## src/rtl/axis_red_pitaya_dac_fmt_if.sv

```systemverilog
// Sample stream into the DAC formatter: one sample word carrying all channel lanes.
// A word moves on a cycle where tvalid and tready are both high. tready may rise without tvalid, and tdata is only looked at on that cycle.
interface axis_red_pitaya_dac_fmt_if #(
    parameter int DATA_WIDTH = 32
);
    logic [DATA_WIDTH-1:0] tdata;
    logic                  tvalid;
    logic                  tready;

    modport master (output tdata, output tvalid, input tready);
    modport slave  (input tdata, input tvalid, output tready);
endinterface

```

## src/rtl/axis_red_pitaya_dac_fmt.sv

```systemverilog
// Multi-channel DAC formatter: rate-ticked sample intake, per-lane clip to DAC width,
// conversion to board DAC code, mute/hold on underrun and status reporting.
module axis_red_pitaya_dac_fmt #(
    parameter int NUM_CH           = 2,
    parameter int DAC_DATA_WIDTH   = 14,
    parameter int SAMPLE_WIDTH     = 16,
    parameter int AXIS_TDATA_WIDTH = 32,
    parameter int RATE_WIDTH       = 16
) (
    input  logic                               aclk,
    input  logic                               areset,
    input  logic [RATE_WIDTH-1:0]              cfg_rate,
    input  logic                               cfg_mode,
    input  logic [NUM_CH-1:0]                  cfg_ch_en,
    axis_red_pitaya_dac_fmt_if.slave           s_axis,
    output logic [NUM_CH*DAC_DATA_WIDTH-1:0]   dac_dat,
    output logic                               dac_rst,
    output logic [1:0]                         sts_state,
    output logic [31:0]                        sts_underrun_cnt
);

    localparam int LANE_W = AXIS_TDATA_WIDTH / NUM_CH;
    localparam int DW     = DAC_DATA_WIDTH;

    localparam logic signed [SAMPLE_WIDTH-1:0] MAX_S = SAMPLE_WIDTH'(2**(DW-1) - 1);
    localparam logic signed [SAMPLE_WIDTH-1:0] MIN_S = SAMPLE_WIDTH'(-(2**(DW-1)));
    localparam logic [DW-1:0] MAX_DW    = {1'b0, {(DW-1){1'b1}}};
    localparam logic [DW-1:0] MIN_DW    = {1'b1, {(DW-1){1'b0}}};
    localparam logic [DW-1:0] ZERO_CODE = {1'b0, {(DW-1){1'b1}}};
    localparam logic [NUM_CH*DW-1:0] ZERO_ALL = {NUM_CH{ZERO_CODE}};

    typedef enum logic [1:0] {
        ST_MUTE     = 2'd0,
        ST_RUN      = 2'd1,
        ST_UNDERRUN = 2'd2
    } state_t;

    state_t                  state_q,    state_d;
    logic [RATE_WIDTH-1:0]   cnt_q,      cnt_d;
    logic [31:0]             urun_q,     urun_d;
    logic [NUM_CH*DW-1:0]    stage1_q,   stage1_d;
    logic [NUM_CH*DW-1:0]    dac_q,      dac_d;
    logic                    dac_rst_q,  dac_rst_d;

    logic [RATE_WIDTH-1:0]   rate_m1;
    logic                    tick;
    logic [NUM_CH*DW-1:0]    conv;

    // A programmed rate of 0 behaves like 1 (a tick every cycle).
    assign rate_m1 = (cfg_rate == '0) ? '0 : cfg_rate - RATE_WIDTH'(1);
    assign tick    = (cnt_q == '0) && !areset;

    assign s_axis.tready = tick;

    for (genvar ch = 0; ch < NUM_CH; ch++) begin : g_conv
        logic signed [SAMPLE_WIDTH-1:0] s;
        logic [DW-1:0]                  c;
        assign s = s_axis.tdata[ch*LANE_W +: SAMPLE_WIDTH];
        assign c = (s > MAX_S) ? MAX_DW : (s < MIN_S) ? MIN_DW : s[DW-1:0];
        // Sign bit kept, magnitude bits inverted: the board DAC's offset code.
        assign conv[ch*DW +: DW] = {c[DW-1], ~c[DW-2:0]};
    end

    always_comb begin
        cnt_d     = (cnt_q >= rate_m1) ? '0 : cnt_q + RATE_WIDTH'(1);
        state_d   = state_q;
        urun_d    = urun_q;
        stage1_d  = stage1_q;
        dac_rst_d = (state_q == ST_MUTE);
        dac_d     = '0;

        for (int ch = 0; ch < NUM_CH; ch++) begin
            dac_d[ch*DW +: DW] = cfg_ch_en[ch] ? stage1_q[ch*DW +: DW] : ZERO_CODE;
        end

        if (tick) begin
            if (s_axis.tvalid) begin
                state_d  = ST_RUN;
                stage1_d = conv;
            end else if (state_q != ST_MUTE) begin
                // A missing word only counts once the stream has started.
                state_d = ST_UNDERRUN;
                if (urun_q != '1) begin
                    urun_d = urun_q + 32'd1;
                end
                if (!cfg_mode) begin
                    stage1_d = ZERO_ALL;
                end
            end
        end
    end

    always_ff @(posedge aclk) begin
        if (areset) begin
            state_q   <= ST_MUTE;
            cnt_q     <= '0;
            urun_q    <= '0;
            stage1_q  <= ZERO_ALL;
            dac_q     <= ZERO_ALL;
            dac_rst_q <= 1'b1;
        end else begin
            state_q   <= state_d;
            cnt_q     <= cnt_d;
            urun_q    <= urun_d;
            stage1_q  <= stage1_d;
            dac_q     <= dac_d;
            dac_rst_q <= dac_rst_d;
        end
    end

    assign dac_dat          = dac_q;
    assign dac_rst          = dac_rst_q;
    assign sts_state        = state_q;
    assign sts_underrun_cnt = urun_q;

endmodule

```

## src/flat_wrapper.sv

```systemverilog
// flat-port wrapper written by rule: the top's interface ports become plain ports
module axis_red_pitaya_dac_fmt_flat 
#(
    parameter int NUM_CH           = 2,
    parameter int DAC_DATA_WIDTH   = 14,
    parameter int SAMPLE_WIDTH     = 16,
    parameter int AXIS_TDATA_WIDTH = 32,
    parameter int RATE_WIDTH       = 16
)
  (aclk, areset, cfg_rate, cfg_mode, cfg_ch_en, dac_dat, dac_rst, sts_state, sts_underrun_cnt, s_axis_tdata, s_axis_tvalid, s_axis_tready);
  axis_red_pitaya_dac_fmt_if #(.DATA_WIDTH((32))) s_axis_i ();
  input  logic aclk;
  input  logic areset;
  input  logic [RATE_WIDTH-1:0] cfg_rate;
  input  logic cfg_mode;
  input  logic [NUM_CH-1:0] cfg_ch_en;
  output logic [NUM_CH*DAC_DATA_WIDTH-1:0] dac_dat;
  output logic dac_rst;
  output logic [1:0] sts_state;
  output logic [31:0] sts_underrun_cnt;
  input wire logic [$bits(s_axis_i.tdata)-1:0] s_axis_tdata;
  input wire logic [$bits(s_axis_i.tvalid)-1:0] s_axis_tvalid;
  output wire logic [$bits(s_axis_i.tready)-1:0] s_axis_tready;
  assign s_axis_i.tdata = s_axis_tdata;
  assign s_axis_i.tvalid = s_axis_tvalid;
  assign s_axis_tready = s_axis_i.tready;
  axis_red_pitaya_dac_fmt #(.NUM_CH(NUM_CH), .DAC_DATA_WIDTH(DAC_DATA_WIDTH), .SAMPLE_WIDTH(SAMPLE_WIDTH), .AXIS_TDATA_WIDTH(AXIS_TDATA_WIDTH), .RATE_WIDTH(RATE_WIDTH)) u_core (.aclk(aclk), .areset(areset), .cfg_rate(cfg_rate), .cfg_mode(cfg_mode), .cfg_ch_en(cfg_ch_en), .s_axis(s_axis_i), .dac_dat(dac_dat), .dac_rst(dac_rst), .sts_state(sts_state), .sts_underrun_cnt(sts_underrun_cnt));
endmodule
```

## config.mk

```make
export PLATFORM = sky130hd
export DESIGN_NAME = axis_red_pitaya_dac_fmt_flat
export DESIGN_NICKNAME = d
export VERILOG_FILES = /design/src/rtl/axis_red_pitaya_dac_fmt_if.sv /design/src/rtl/axis_red_pitaya_dac_fmt.sv /design/src/flat_wrapper.sv
export SDC_FILE = /design/constraint.sdc
export NUM_CORES = 1
export LEC_CHECK = 0
export CORE_MARGIN = 2
export CORE_UTILIZATION = 45
export CTS_BUF_LIST = sky130_fd_sc_hd__clkbuf_16
export DETAILED_ROUTE_END_ITERATION = 16
export GPL_ROUTABILITY_DRIVEN = 0
export PLACE_DENSITY = 0.73
export SYNTH_ARGS = -nofsm -noshare
export SYNTH_HDL_FRONTEND = slang
export SYNTH_SLANG_ARGS = --single-unit
```

## constraint.sdc

```tcl
create_clock -name aclk -period 4.7 [get_ports aclk]
set_input_delay 0.47 -clock aclk [delete_from_list [all_inputs] [get_ports aclk]]
set_output_delay 0.47 -clock aclk [all_outputs]
set_load 0.1 [all_outputs]
```

==> results.json <==
{
  "r2r-start": "u_core.cnt_q[0]$_SDFF_PP0_",
  "globalRouteOverflowTotal": 0,
  "hold_depth": 1,
  "cts.hold.buffers_added": 0,
  "worstSetupStartpointType": "input port",
  "grt_max_degree": 41,
  "maxSlewViolCount": 0,
  "diodes": 0,
  "cts_tree": "done",
  "hp-class": "flip-flop to flip-flop",
  "fp.dieH_um": 111.0,
  "synth-main-ff-cell": "dfxtp_1",
  "worst_hold_slack_ns": 0.4386,
  "grt_pass1_vias": 4648,
  "tightest_slew_ns": 1.104,
  "routedWlPerCell_um": 14.53,
  "wl_um": 12730,
  "netlist_instances": 628,
  "hold_viol_final": 0,
  "yosysUniqueCellTypes": 48,
  "vdd_drop_max_mv": 0.2041,
  "synth_warnings": 0,
  "cts_root_buf": "clkbuf_16",
  "grt_pass1_wl_um": 21370,
  "clock.fmax_mhz": 269.7,
  "vias": 4825,
  "synthSimpleGateAreaFrac_pct": 30.41,
  "skew_ns": 0.005172,
  "ys_ff_latch": 107,
  "hpwl_um": 9422,
  "post_cts_buffers": 0,
  "synth_area_leaders": "dfxtp_1 42%, o21ai_0 6.8%, nor2_1 6.2%",
  "drive_above_1_share_pct": 3.547,
  "drt_iter0_drc": 259,
  "syn_area_per_cell_um2": 8.209,
  "slew_headroom_pct": 26.37,
  "insertion_delay_ns": 0.34,
  "worst-setup-path-type": "input port to flip-flop",
  "rrSetupSlack_ns": 1.59,
  "synth_top_family_by_area": "simple AND/OR/NAND/NOR gates",
  "syn2layout_area_growth_pct": 30.12,
  "arrival_ns": 3.96,
  "syn_nets": 703,
  "fillCellCount": 1001,
  "io_pins": 118,
  "core.rowCount": 39,
  "dieArea_um2": 12330,
  "drv_cap": 0,
  "finalSetupViolCount": 0,
  "r2r_end": "u_core.sts_underrun_cnt[25]$_SDFFE_PP0P_",
  "first_pass_iters": 4,
  "antenna_left": 0,
  "holdPathEnd": "u_core.dac_dat[19]$_SDFF_PP1_",
  "period_share_pct": 78.88,
  "synth_compound_area_share_pct": 14.20,
  "die_w_um": 111.0,
  "synthAdderAreaFrac_pct": 5.097,
  "netlist_top_cells_count": "107 x dfxtp_1, 85 x nor2_1, 70 x o21ai_0",
  "coreArea_um2": 11320,
  "via_per_inst": 5.508,
  "cts_resized": 0,
  "hold_start": "u_core.stage1_q[19]$_SDFFE_PP1P_",
  "path_clk_slew_ns": 0.07,
  "p_per_area_nw_per_um2": 281.2,
  "clk_path_buf_depth": 2,
  "track_usage_pct": 20.57,
  "initial_core_util_pct": 45.53,
  "ys_async_sr_fraction_pct": 0,
  "cp-end-kind": "flip-flop",
  "worstPathRequired_ns": 4.95,
  "yosysTopAreaCellShare_pct": 41.55,
  "synth_xor_area_share_pct": 5.097,
  "antenna_found_initial": 0,
  "status": "finished clean",
  "synth.most_common_cell": "dfxtp_1",
  "yosysTopAreaCell": "dfxtp_1",
  "crit_fanout": 16,
  "synth-edff-count": 0,
  "yosysSeqAreaShare_pct": 41.55,
  "netlist_area_um2": 5155,
  "min_period_ns": 3.707,
  "r2r_cells": 7,
  "nets": 803,
  "h-tree-depth": 3,
  "finalSetupTns_ns": 0,
  "portBuffers": 117,
  "synth_mux_area_share_pct": 0.6311,
  "rsz0062_at_grt": "no",
  "cts.sinks": 107,
  "multi_input_area_um2": 2861,
  "seqCellArea_um2": 2142,
  "p_leak_uw": 0.002366,
  "drc": 0,
  "cts_made_buffers": 9
}
[critical path, cell delays in order]
cell	delay (ns)
clkdlybuf4s50_1	0.47
or4_1	0.58
nor4_1	0.28
nand4b_1	0.51
nand2_1	0.20
ha_1	0.26
a21oi_1	0.16
nor2b_1	0.06
o21ai_0	0.30
o2111ai_1	0.20
buf_4	0.23
nor3b_1	0.24
[final cells by class]
class / instances / share of cell area (%)
timing repair buffer: 121 / 17.87
sequential: 107 / 31.93
clock buffer: 9 / 3.358
inverter: 7 / 0.3917
clock inverter: 7 / 1.119
multi-input combinational: 482 / 42.66
tap: 143 / 2.667
[per-layer routing]
layer / global-route usage [%] / share of wire [%] / vias up
li1: - / - / 2425
met1: 25.98 / 45 / 2263
met2: 35.62 / 48 / 121
met3: 3.609 / 4.9 / 16
met4: 6.914 / 1.6 / 0
met5: 0 / 0 / -
[logic make-up after synthesis]
logic type,count (synthesis)
compound gates,132
buf+inv,39
mux,3
xor+xnor,30
fa+ha+maj,21
simple gates,296
flops,107
[report_power, final]
group / total (µW) / internal (µW) / leakage (µW) / switching (µW)
Clock: 752 / 416 / 0.000140 / 336
Combinational: 206 / 85.2 / 0.00136 / 121
Sequential: 928 / 919 / 0.000866 / 8.41
Total: 1890 / 1420 / 0.00237 / 466
[worst max path at each step]
stage	start	to	slack (ns)
after floorplan	cfg_rate[3]	u_core.cnt_q[10]$_SDFF_PP0_	1.18
after global placement	cfg_rate[9]	u_core.cnt_q[14]$_SDFF_PP0_	0.87
after detailed placement	cfg_rate[9]	u_core.cnt_q[13]$_SDFF_PP0_	0.73
after CTS	cfg_rate[9]	u_core.cnt_q[14]$_SDFF_PP0_	1.02
after global routing	cfg_rate[9]	u_core.cnt_q[14]$_SDFF_PP0_	0.70
final	cfg_rate[9]	u_core.cnt_q[14]$_SDFF_PP0_	0.99
[stage by stage]
stage | power, µW | std cells | utilization, % | setup slack (ns) | area, µm²
floorplan | 1070 | 628 | - | 1.178 | 5155
CTS | 1897 | 876 | 59.25 | 1.021 | 6708
finish | 1886 | 876 | 59.25 | 0.9927 | 6708
global route | 1956 | 876 | 59.25 | 0.7032 | 6708
global placement | 1149 | 860 | 56.60 | 0.8687 | 6407
detailed placement | 1154 | 860 | 56.60 | 0.7261 | 6407
[sequential cells by signal, indices dropped and copies added, names as in the netlist]
name                     flops
u_core.cnt_q                16
u_core.sts_state             2
u_core.dac_dat              28
u_core.sts_underrun_cnt     32
u_core.dac_rst               1
u_core.stage1_q             28
[cells in the final DEF, fill, tap and decap left out, types with 2 or more instances in the layout]
| cell type | netlist | final |
|---|---|---|
| ha_1 | 21 | 21 |
| nand2_1 | 49 | 49 |
| clkinvlp_4 | 0 | 2 |
| nor2b_1 | 5 | 5 |
| o31ai_1 | 12 | 12 |
| nor3_1 | 11 | 11 |
| o211ai_1 | 2 | 2 |
| nand4b_1 | 2 | 2 |
| nor2_1 | 85 | 85 |
| clkbuf_16 | 0 | 9 |
| nor4_1 | 4 | 4 |
| inv_1 | 7 | 7 |
| xor2_1 | 9 | 9 |
| nand2b_1 | 29 | 29 |
| nand3_1 | 19 | 19 |
| and4_1 | 8 | 8 |
| nor3b_1 | 7 | 7 |
| and3_1 | 7 | 7 |
| or4_1 | 17 | 17 |
| nand4_1 | 16 | 16 |
| or3_1 | 20 | 20 |
| o21ai_1 | 3 | 2 |
| a22oi_1 | 2 | 2 |
| a21boi_0 | 2 | 2 |
| o21ai_0 | 70 | 70 |
| a21oi_1 | 33 | 33 |
| inv_6 | 0 | 2 |
| and2_1 | 8 | 8 |
| xnor2_1 | 21 | 21 |
| nor4b_1 | 2 | 2 |
| clkdlybuf4s50_1 | 0 | 116 |
| o21a_1 | 3 | 3 |
| dfxtp_1 | 107 | 107 |
| buf_4 | 0 | 5 |
Note: power is estimated with default switching activity, not from simulation.
